## src/rtl/delay_pkg.sv

```systemverilog
// Shared types and defaults for the multi-channel delay timer.
package delay_pkg;
  typedef enum logic {IDLE = 1'b0, RUN = 1'b1} ch_state_t;

  localparam int DEF_CBITS  = 15;
  localparam int DEF_PERIOD = 25000;
endpackage

```

## src/rtl/delay_channel.sv

```systemverilog
// One timer channel: IDLE/RUN FSM, tick counter, expiry pulse and
// sticky counter-bound violation flag.
module delay_channel
  import delay_pkg::*;
#(
  parameter int               CBITS      = DEF_CBITS,
  parameter logic [CBITS-1:0] RST_PERIOD = CBITS'(DEF_PERIOD)
) (
  input  logic             clk,
  input  logic             rst,
  input  logic             tick,
  input  logic             start,
  input  logic             stop,
  input  logic             periodic,
  input  logic [CBITS-1:0] period,
  output logic             pulse,   // next-cycle value of sig, for the shared any_sig register
  output logic             sig,
  output logic             busy,
  output logic             err
);

  ch_state_t        state, state_d;
  logic [CBITS-1:0] cnt, cnt_d;
  logic [CBITS-1:0] period_q, period_d;
  logic             mode_q, mode_d;

  // Next state: stop beats start, start beats expiry, counting only on ticks.
  always_comb begin
    state_d  = state;
    cnt_d    = cnt;
    period_d = period_q;
    mode_d   = mode_q;
    pulse    = 1'b0;
    if (stop) begin
      state_d = IDLE;
      cnt_d   = '0;
    end else if (start) begin
      state_d  = RUN;
      cnt_d    = '0;
      period_d = period;
      mode_d   = periodic;
    end else if (state == RUN && tick) begin
      if (cnt == period_q) begin
        pulse = 1'b1;
        cnt_d = '0;
        if (!mode_q) state_d = IDLE;
      end else begin
        cnt_d = cnt + 1'b1;
      end
    end
  end

  // State and registered outputs; err latches any cnt > period_q observation.
  always_ff @(posedge clk) begin
    if (rst) begin
      state    <= IDLE;
      cnt      <= '0;
      period_q <= RST_PERIOD;
      mode_q   <= 1'b0;
      sig      <= 1'b0;
      err      <= 1'b0;
    end else begin
      state    <= state_d;
      cnt      <= cnt_d;
      period_q <= period_d;
      mode_q   <= mode_d;
      sig      <= pulse;
      err      <= err | (cnt > period_q);
    end
  end

  assign busy = (state == RUN);

endmodule

```

## src/rtl/delay_timer_multi.sv

```systemverilog
// Multi-channel programmable delay/interval timer.
// Optional feature macro: DELAY_PRESCALE_EN -- when defined, running channels
// advance only once every PRESCALE clocks via a shared free-running prescaler.
module delay_timer_multi #(
  parameter int NUM_CH     = 4,
  parameter int CBITS      = delay_pkg::DEF_CBITS,
  parameter int DEF_PERIOD = delay_pkg::DEF_PERIOD,
  parameter int PRESCALE   = 1
) (
  input  logic                    clk,
  input  logic                    rst,
  input  logic [NUM_CH-1:0]       start,
  input  logic [NUM_CH-1:0]       stop,
  input  logic [NUM_CH-1:0]       periodic,
  input  logic [NUM_CH*CBITS-1:0] period,
  output logic [NUM_CH-1:0]       sig,
  output logic [NUM_CH-1:0]       busy,
  output logic [NUM_CH-1:0]       err,
  output logic                    any_sig
);
  import delay_pkg::*;

  logic              tick;
  logic [NUM_CH-1:0] pulse;

`ifdef DELAY_PRESCALE_EN
  localparam int PBITS = (PRESCALE > 1) ? $clog2(PRESCALE) : 1;
  logic [PBITS-1:0] pcnt;

  // Free-running divider; only rst realigns it, channel starts do not.
  always_ff @(posedge clk) begin
    if (rst)                              pcnt <= '0;
    else if (pcnt == PBITS'(PRESCALE-1))  pcnt <= '0;
    else                                  pcnt <= pcnt + 1'b1;
  end

  assign tick = (pcnt == PBITS'(PRESCALE-1));
`else
  assign tick = 1'b1;
`endif

  for (genvar i = 0; i < NUM_CH; i++) begin : g_ch
    delay_channel #(
      .CBITS      (CBITS),
      .RST_PERIOD (CBITS'(DEF_PERIOD))
    ) u_ch (
      .clk      (clk),
      .rst      (rst),
      .tick     (tick),
      .start    (start[i]),
      .stop     (stop[i]),
      .periodic (periodic[i]),
      .period   (period[i*CBITS +: CBITS]),
      .pulse    (pulse[i]),
      .sig      (sig[i]),
      .busy     (busy[i]),
      .err      (err[i])
    );
  end

  // any_sig registered from the same next-cycle pulses so it aligns with sig.
  always_ff @(posedge clk) begin
    if (rst) any_sig <= 1'b0;
    else     any_sig <= |pulse;
  end

endmodule

```

## config.mk

```make
export PLATFORM = sky130hd
export DESIGN_NAME = delay_timer_multi
export DESIGN_NICKNAME = d
export VERILOG_FILES = /design/src/rtl/delay_pkg.sv /design/src/rtl/delay_channel.sv /design/src/rtl/delay_timer_multi.sv
export SDC_FILE = /design/constraint.sdc
export NUM_CORES = 1
export LEC_CHECK = 0
export ABC_AREA = 1
export ABC_CLOCK_PERIOD_IN_PS = 1390
export BUFFER_PORTS_ARGS = -buffer_cell sky130_fd_sc_hd__buf_2
export CORE_UTILIZATION = 53
export DETAILED_ROUTE_END_ITERATION = 8
export GPL_TIMING_DRIVEN = 1
export HOLD_SLACK_MARGIN = 0.05
export PLACE_DENSITY = 0.76
export SYNTH_ARGS = -nofsm -noshare
export SYNTH_HDL_FRONTEND = slang
export SYNTH_HIERARCHICAL = 1
export SYNTH_SLANG_ARGS = --single-unit
```

## constraint.sdc

```tcl
create_clock -name clk -period 1.39 [get_ports clk]
set_input_delay 0.0695 -clock clk [delete_from_list [all_inputs] [get_ports clk]]
set_output_delay 0.0695 -clock clk [all_outputs]
set_load 0.1 [all_outputs]
```

==> results of run 1 <==
-- final timing paths --
kind / depth (start not counted) / to / slack [ns] / from
setup / recovery: 12 / g_ch[3].u_ch/cnt[10]$_SDFFE_PP0P_ / -0.29 / g_ch[3].u_ch/period_q[10]$_SDFFE_PP0P_
hold / removal: 3 / g_ch[0].u_ch/busy$_SDFFE_PP0P_ / 0.13 / rst
setup reg to reg: 12 / g_ch[3].u_ch/cnt[10]$_SDFFE_PP0P_ / -0.29 / g_ch[3].u_ch/period_q[10]$_SDFFE_PP0P_
hold reg to reg: 2 / g_ch[0].u_ch/mode_q$_SDFFE_PP0P_ / 0.46 / g_ch[0].u_ch/mode_q$_SDFFE_PP0P_
-- final cells by class --
type	count	area, um^2	area share (%)
Sequential cell	137	2830	23.5
Multi-Input combinational cell	702	5250	43.5
Clock buffer	22	444	3.68
Clock inverter	9	100	0.829
Antenna cell	1	2.50	0.0207
Tap cell	176	220	1.82
Inverter	172	666	5.51
Timing Repair Buffer	327	2560	21.2
-- cell usage in the layout, fill, tap and decap left out, drive strengths merged, types with 2 or more instances in the layout --
| cell | n |
|---|---|
| inv | 173 |
| a21oi | 85 |
| dlygate4sd3 | 73 |
| nor2 | 125 |
| nor3b | 13 |
| clkbuf | 23 |
| nor3 | 29 |
| ha | 64 |
| dfxtp | 137 |
| buf | 253 |
| a21o | 3 |
| o211ai | 24 |
| nand4 | 21 |
| nand3 | 26 |
| nand3b | 3 |
| and3 | 7 |
| xnor2 | 4 |
| o21ai | 45 |
| bufinv | 2 |
| conb | 4 |
| nand2 | 234 |
| clkinv | 6 |
| xor2 | 10 |
| or2 | 4 |
-- where the power goes --
| group | switching, mW | total (mW) | internal, mW | leakage (nW) |
|---|---|---|---|---|
| combinational | 0.798 | 1.53 | 0.728 | 3.90 |
| sequential | 0.0662 | 4.13 | 4.07 | 1.14 |
| clock | 1.73 | 4.34 | 2.61 | 0.272 |
-- cells by family (layout without fill, tap and decap cells) --
| group | after synthesis | in the layout | share of synthesized area, % |
|---|---|---|---|
| AO/OA/AOI/OAI | 158 | 158 | 11.6 |
| XOR/XNOR | 14 | 14 | 1.65 |
| adder cells (fa/ha/maj) | 64 | 64 | 10.8 |
| buffers and inverters | 188 | 530 | 9.88 |
| flip-flops | 137 | 137 | 37.0 |
| other | 1 | 5 | 0.0505 |
| AND/OR/NAND/NOR | 462 | 462 | 29.1 |
-- routing by layer --
metal / global-route usage [%] / up-vias / part of all wire, %
met5: 0 / - / 0
met4: 16.6 / 0 / 4.7
met3: 5.66 / 123 / 4.8
met2: 61.1 / 366 / 53
met1: 36.0 / 4043 / 38
li1: - / 3958 / -
-- worst max-delay path: stages, from the launching register on --
cell     delay, ns
dfxtp_2       0.32
inv_2         0.05
ha_4          0.27
nand2_4       0.06
nor2_4        0.13
nand2_2       0.10
nor2_4        0.13
nand3_4       0.12
nand2_4       0.13
buf_6         0.12
inv_6         0.04
nand2_2       0.04
nor2_1        0.05
-- state kept, by name (all words and copies together) (netlist names) --
name	cells
g_ch.u_ch/busy	4
g_ch.u_ch/cnt	60
g_ch.u_ch/mode_q	4
g_ch.u_ch/sig	4
any_sig	1
g_ch.u_ch/err	4
g_ch.u_ch/period_q	60
-- what timing repair did --
action,in CTS,in global routing
buffers inserted,12,14
pin swaps,60,65
hold buffers,73,0
endpoints found under the hold margin,79,0
endpoints found under the setup margin,73,73
gates resized for setup,111,225
cloned,2,1
==> flow_summary_export.csv, run 1 <==
group,metric,value,unit
sta,finalMaxSlewViolations,0,
synthesis,synth_edf_count,0,
synthesis,yosys.area.top_type_share,37.0,%
cts,htree_levels,4,
cts,cts-buffers-inserted,17,
worst_setup_path,path_max_fanout,4,
pwr,p_leak,5.31,nW
route,ant_nets,0,
sta,rsz0062_at_grt,"true",
sta,setup_slack,-0.290,ns
synthesis,synthMostInstantiatedCell,"nand2_1",
die,io_pins,87,
pwr,power_per_cell_area,828,nW/um^2
route,wl_per_cell,18.0,um
synthesis,ys_seq_elements,137,
pwr,ir_drop,0.917,mV
worst_setup_path,critPathCaptureType,"flip-flop",
grt,grt_pass1_vias,8158,
sta,holdWs,0.126,ns
route,postRouteWirelength,27800,um
route,via_per_inst,5.49,
placement,place_ws,-0.293,ns
layout,n_fill_cell,605,
worst_setup_path,worstPathRequired,1.70,ns
synthesis,netlist_top_cells_area,"dfxtp_1 37%, nand2_1 11%, ha_1 11%",
placement,place.gp.congestion,0.936,
die,design.core.area,13500,um^2
cts,cts_sinks,137,
cts,clkTransAtPathRegs,0.06,ns
outcome,violations,"negative setup slack",
synthesis,synthFlopType,"dfxtp_1",
sta,hold_violations,0,
placement,place_area,9220,um^2
route,drc,0,
job,maxCapViolCount,0,
worst_setup_path,cp.arrival,1.99,ns
synthesis,async_flop_share,0,%
sta,fin_crit,1.68,ns
route,drt_pass1_iterations,5,
cts,root_buffer,"clkbuf_16",
grt,grt_antenna_before_repair,1,
placement,hpwl,13500,um
outcome,outcome,"complete, but fails checks",
synthesis,ys_warn_count,6,
synthesis,netlist-cell-type-count,31,
worst_setup_path,crit_type,"flip-flop to flip-flop",
die,die_w,120,um
synthesis,ys_seq_area_share,37.0,%
worst_hold_path,hold_class,"input pin to flip-flop",
sta,setup_viol_count_final,73,
die,fp-row-count,42,
placement,portBuffers,86,
layout,areaGrowthSynthToFinish,62.8,%
route,drt-initial-drc-count,651,
sta,max_freq,595,MHz
layout,fin_util,89.8,%
layout,final_cells,1546,
layout,final_cell_area,12100,um^2
synthesis,synth_area,7420,um^2
cts,cts_buffer_depth,2,
sta,finClkSkew,0.00945,ns
die,start_util,55.2,%
worst_setup_path,start_kind,"flip-flop",
placement,placedCellCount,1417,
grt,grt_usage,33.0,%
die,die_height,120,um
synthesis,syn_inst,1024,
grt,grt_pass1_wl,37500,um
synthesis,postSynthAreaPerCell,7.25,um^2
grt,gr-total-overflow,0,
grt,grt_start_max_net_pins,20,
cts,cts_tree,"done",
sta,period_share,121,%
synthesis,synth_commonest_cells,"221 x nand2_1, 168 x inv_1, 137 x dfxtp_1",
pwr,p_total,10.0,mW
route,dr_total_vias,8490,
layout,fin_nets,1495,
layout,drive_gt1_share,46.9,%
cts,clkLatencyLatePin,0.43,ns
synthesis,synth_top_area_cell,"dfxtp_1",
sta,setup_tns,-13.26,ns
die,dieArea,14500,um^2
Note: power is estimated with default switching activity, not from simulation.
==> run 2, diff against run 1 <==
--- a/config.mk
+++ b/config.mk
@@ -9,6 +9,8 @@
 export ABC_CLOCK_PERIOD_IN_PS = 1390
 export BUFFER_PORTS_ARGS = -buffer_cell sky130_fd_sc_hd__buf_2
 export CORE_UTILIZATION = 53
+export CTS_BUF_LIST = sky130_fd_sc_hd__clkbuf_8 sky130_fd_sc_hd__clkbuf_16
+export CTS_CLUSTER_SIZE = 12
 export DETAILED_ROUTE_END_ITERATION = 8
 export GPL_TIMING_DRIVEN = 1
 export HOLD_SLACK_MARGIN = 0.05
==> flow_summary_export.csv, run 2 (synthesis results as in run 1) <==
group,metric,value,unit
placement,placedCellCount,1417,
worst_hold_path,holdPathStages,3,
pwr,seqPwrFrac,41.1,%
grt,grt_pass1_vias,8123,
worst_hold_path,holdPathEnd,"g_ch[3].u_ch/busy$_SDFFE_PP0P_",
layout,top_regs,"g_ch.u_ch/cnt: 60 flops, g_ch.u_ch/period_q: 60 flops",
pwr,pwr-share-comb,15.8,%
die,fp-row-count,42,
grt,gr-total-overflow,0,
placement,place_ws,-0.293,ns
sta,holdWs,0.118,ns
route,drt_pass1_iterations,7,
route,dr_total_vias,8743,
cts,cts_sinks,137,
worst_setup_path,cp_slowest_cell,"dfxtp_2",
worst_setup_path,cpPeakStageDelay,0.33,ns
grt,grt_antenna_before_repair,1,
cts,cts-buffers-inserted,17,
layout,fin_nets,1503,
die,die_height,120,um
pwr,ir_drop,0.920,mV
worst_hold_path,hold_class,"input pin to flip-flop",
cts,htree_levels,4,
layout,final_cell_area,12300,um^2
worst_setup_path,start_kind,"flip-flop",
route,ant_nets,0,
grt,grt_pass1_wl,37500,um
sta,hold_violations,0,
pwr,p_int,7.40,mW
sta,max_freq,567,MHz
placement,place_area,9220,um^2
layout,fin_util,91.1,%
worst_setup_path,crit_chain,"inv_2 > ha_4 > nand2_1 > inv_1 > nand3_2 > nor2_4 > nand3_4 > nand2_4 > buf_6 > inv_6 > nand2_2 > nor2_1",
layout,drive_gt1_share,48.5,%
die,dieArea,14500,um^2
grt,grt_start_max_net_pins,20,
route,drc,0,
grt,grt_usage,33.0,%
cts,clkTransAtPathRegs,0.06,ns
worst_setup_path,crit_start,"g_ch[3].u_ch/period_q[2]$_SDFFE_PP0P_",
worst_setup_path,path_max_fanout,4,
sta,setup_tns,-15.90,ns
layout,n_fill_cell,548,
layout,mostFrequentLayoutCells,"174 x nand2_1, 158 x buf_4, 110 x inv_1",
cts,clkLatencyLatePin,0.43,ns
worst_setup_path,cp.arrival,2.07,ns
worst_setup_path,worstPathRequired,1.70,ns
route,drt-initial-drc-count,772,
sta,fin_crit,1.76,ns
worst_setup_path,r2r-end,"g_ch[3].u_ch/cnt[10]$_SDFFE_PP0P_",
outcome,outcome,"complete, but fails checks",
worst_setup_path,crit_type,"flip-flop to flip-flop",
worst_hold_path,hold_path.startpoint,"rst",
die,start_util,55.2,%
cts,root_buffer,"clkbuf_16",
die,io_pins,87,
sta,finClkSkew,0.0114,ns
pwr,switchingPower,2.67,mW
layout,areaGrowthSynthToFinish,65.2,%
placement,place.gp.congestion,0.936,
die,design.core.area,13500,um^2
job,maxCapViolCount,0,
route,wl_per_cell,18.8,um
pwr,p_total,10.1,mW
pwr,p_leak,5.41,nW
placement,hpwl,13500,um
worst_setup_path,rr_worst_depth,12,
placement,portBuffers,86,
cts,cts_tree,"done",
die,die_w,120,um
route,postRouteWirelength,29300,um
pwr,p_sw_share,26.5,%
worst_setup_path,critPathCaptureType,"flip-flop",
worst_setup_path,rrSetupSlack,-0.37,ns
cts,cts_buffer_depth,2,
worst_setup_path,reg2reg_from,"g_ch[3].u_ch/period_q[2]$_SDFFE_PP0P_",
sta,setup_slack,-0.374,ns
sta,setup_viol_count_final,73,
sta,period_share,127,%
layout,final_cells,1554,
sta,rsz0062_at_grt,"true",
pwr,clkPwrFrac,43.0,%
pwr,power_per_cell_area,822,nW/um^2
route,via_per_inst,5.63,
outcome,violations,"negative setup slack",
layout,final_common_cell,"nand2_1",
sta,finalMaxSlewViolations,0,
run 2: repair_timing:
item,CTS,global route
hold buffers,73,0
pin swaps,59,77
buffers inserted,13,22
endpoints found under the hold margin,79,0
setup endpoints to repair,73,73
cloned,3,0
gates resized for setup,114,254
run 2: routing by layer:
layer  wire length, um  vias to the layer above  track usage, %
met5                 0                        -               0
met4              1910                        0            15.4
met3              1710                      166            6.32
met2             15200                      460            61.4
met1             10500                     4149            35.9
li1                  -                     3968               -
run 2: cell type report:
class / count / area, um^2 / area share [%]
multi-input combinational: 702 / 5350 / 43.7
sequential: 137 / 2840 / 23.2
timing repair buffer: 335 / 2620 / 21.4
inverter: 172 / 673 / 5.49
clock buffer: 17 / 425 / 3.47
tap: 176 / 220 / 1.80
clock inverter: 14 / 119 / 0.970
antenna: 1 / 2.50 / 0.0204
run 2: worst max path at each step:
| stage | depth (start not counted) | end |
|---|---|---|
| final | 12 | g_ch[3].u_ch/cnt[10]$_SDFFE_PP0P_ |
| after global routing | 12 | g_ch[3].u_ch/cnt[10]$_SDFFE_PP0P_ |
| after CTS | 10 | any_sig$_SDFF_PP0_ |
| after detailed placement | 10 | any_sig$_SDFF_PP0_ |
| after global placement | 10 | any_sig$_SDFF_PP0_ |
| after floorplan | 10 | g_ch[1].u_ch/cnt[2]$_SDFFE_PP0P_ |
run 2: power groups by stage:
stage | sequential (mW) | combinational (mW) | clock (mW)
CTS | 4.10 | 1.24 | 4.29
global route | 4.15 | 1.69 | 4.53
detailed placement | 4.18 | 0.938 | 0
global placement | 4.17 | 0.914 | 0
finish | 4.14 | 1.60 | 4.34
floorplan | 4.21 | 0.463 | 0
run 2: worst max-delay path, delay by kind of cell, from the launching register on:
kind                     cells  cell delay (ns)
AND/OR/NAND/NOR              7             0.71
buffers and inverters        4             0.31
adder cells (fa/ha/maj)      1             0.27
flip-flops                   1             0.33
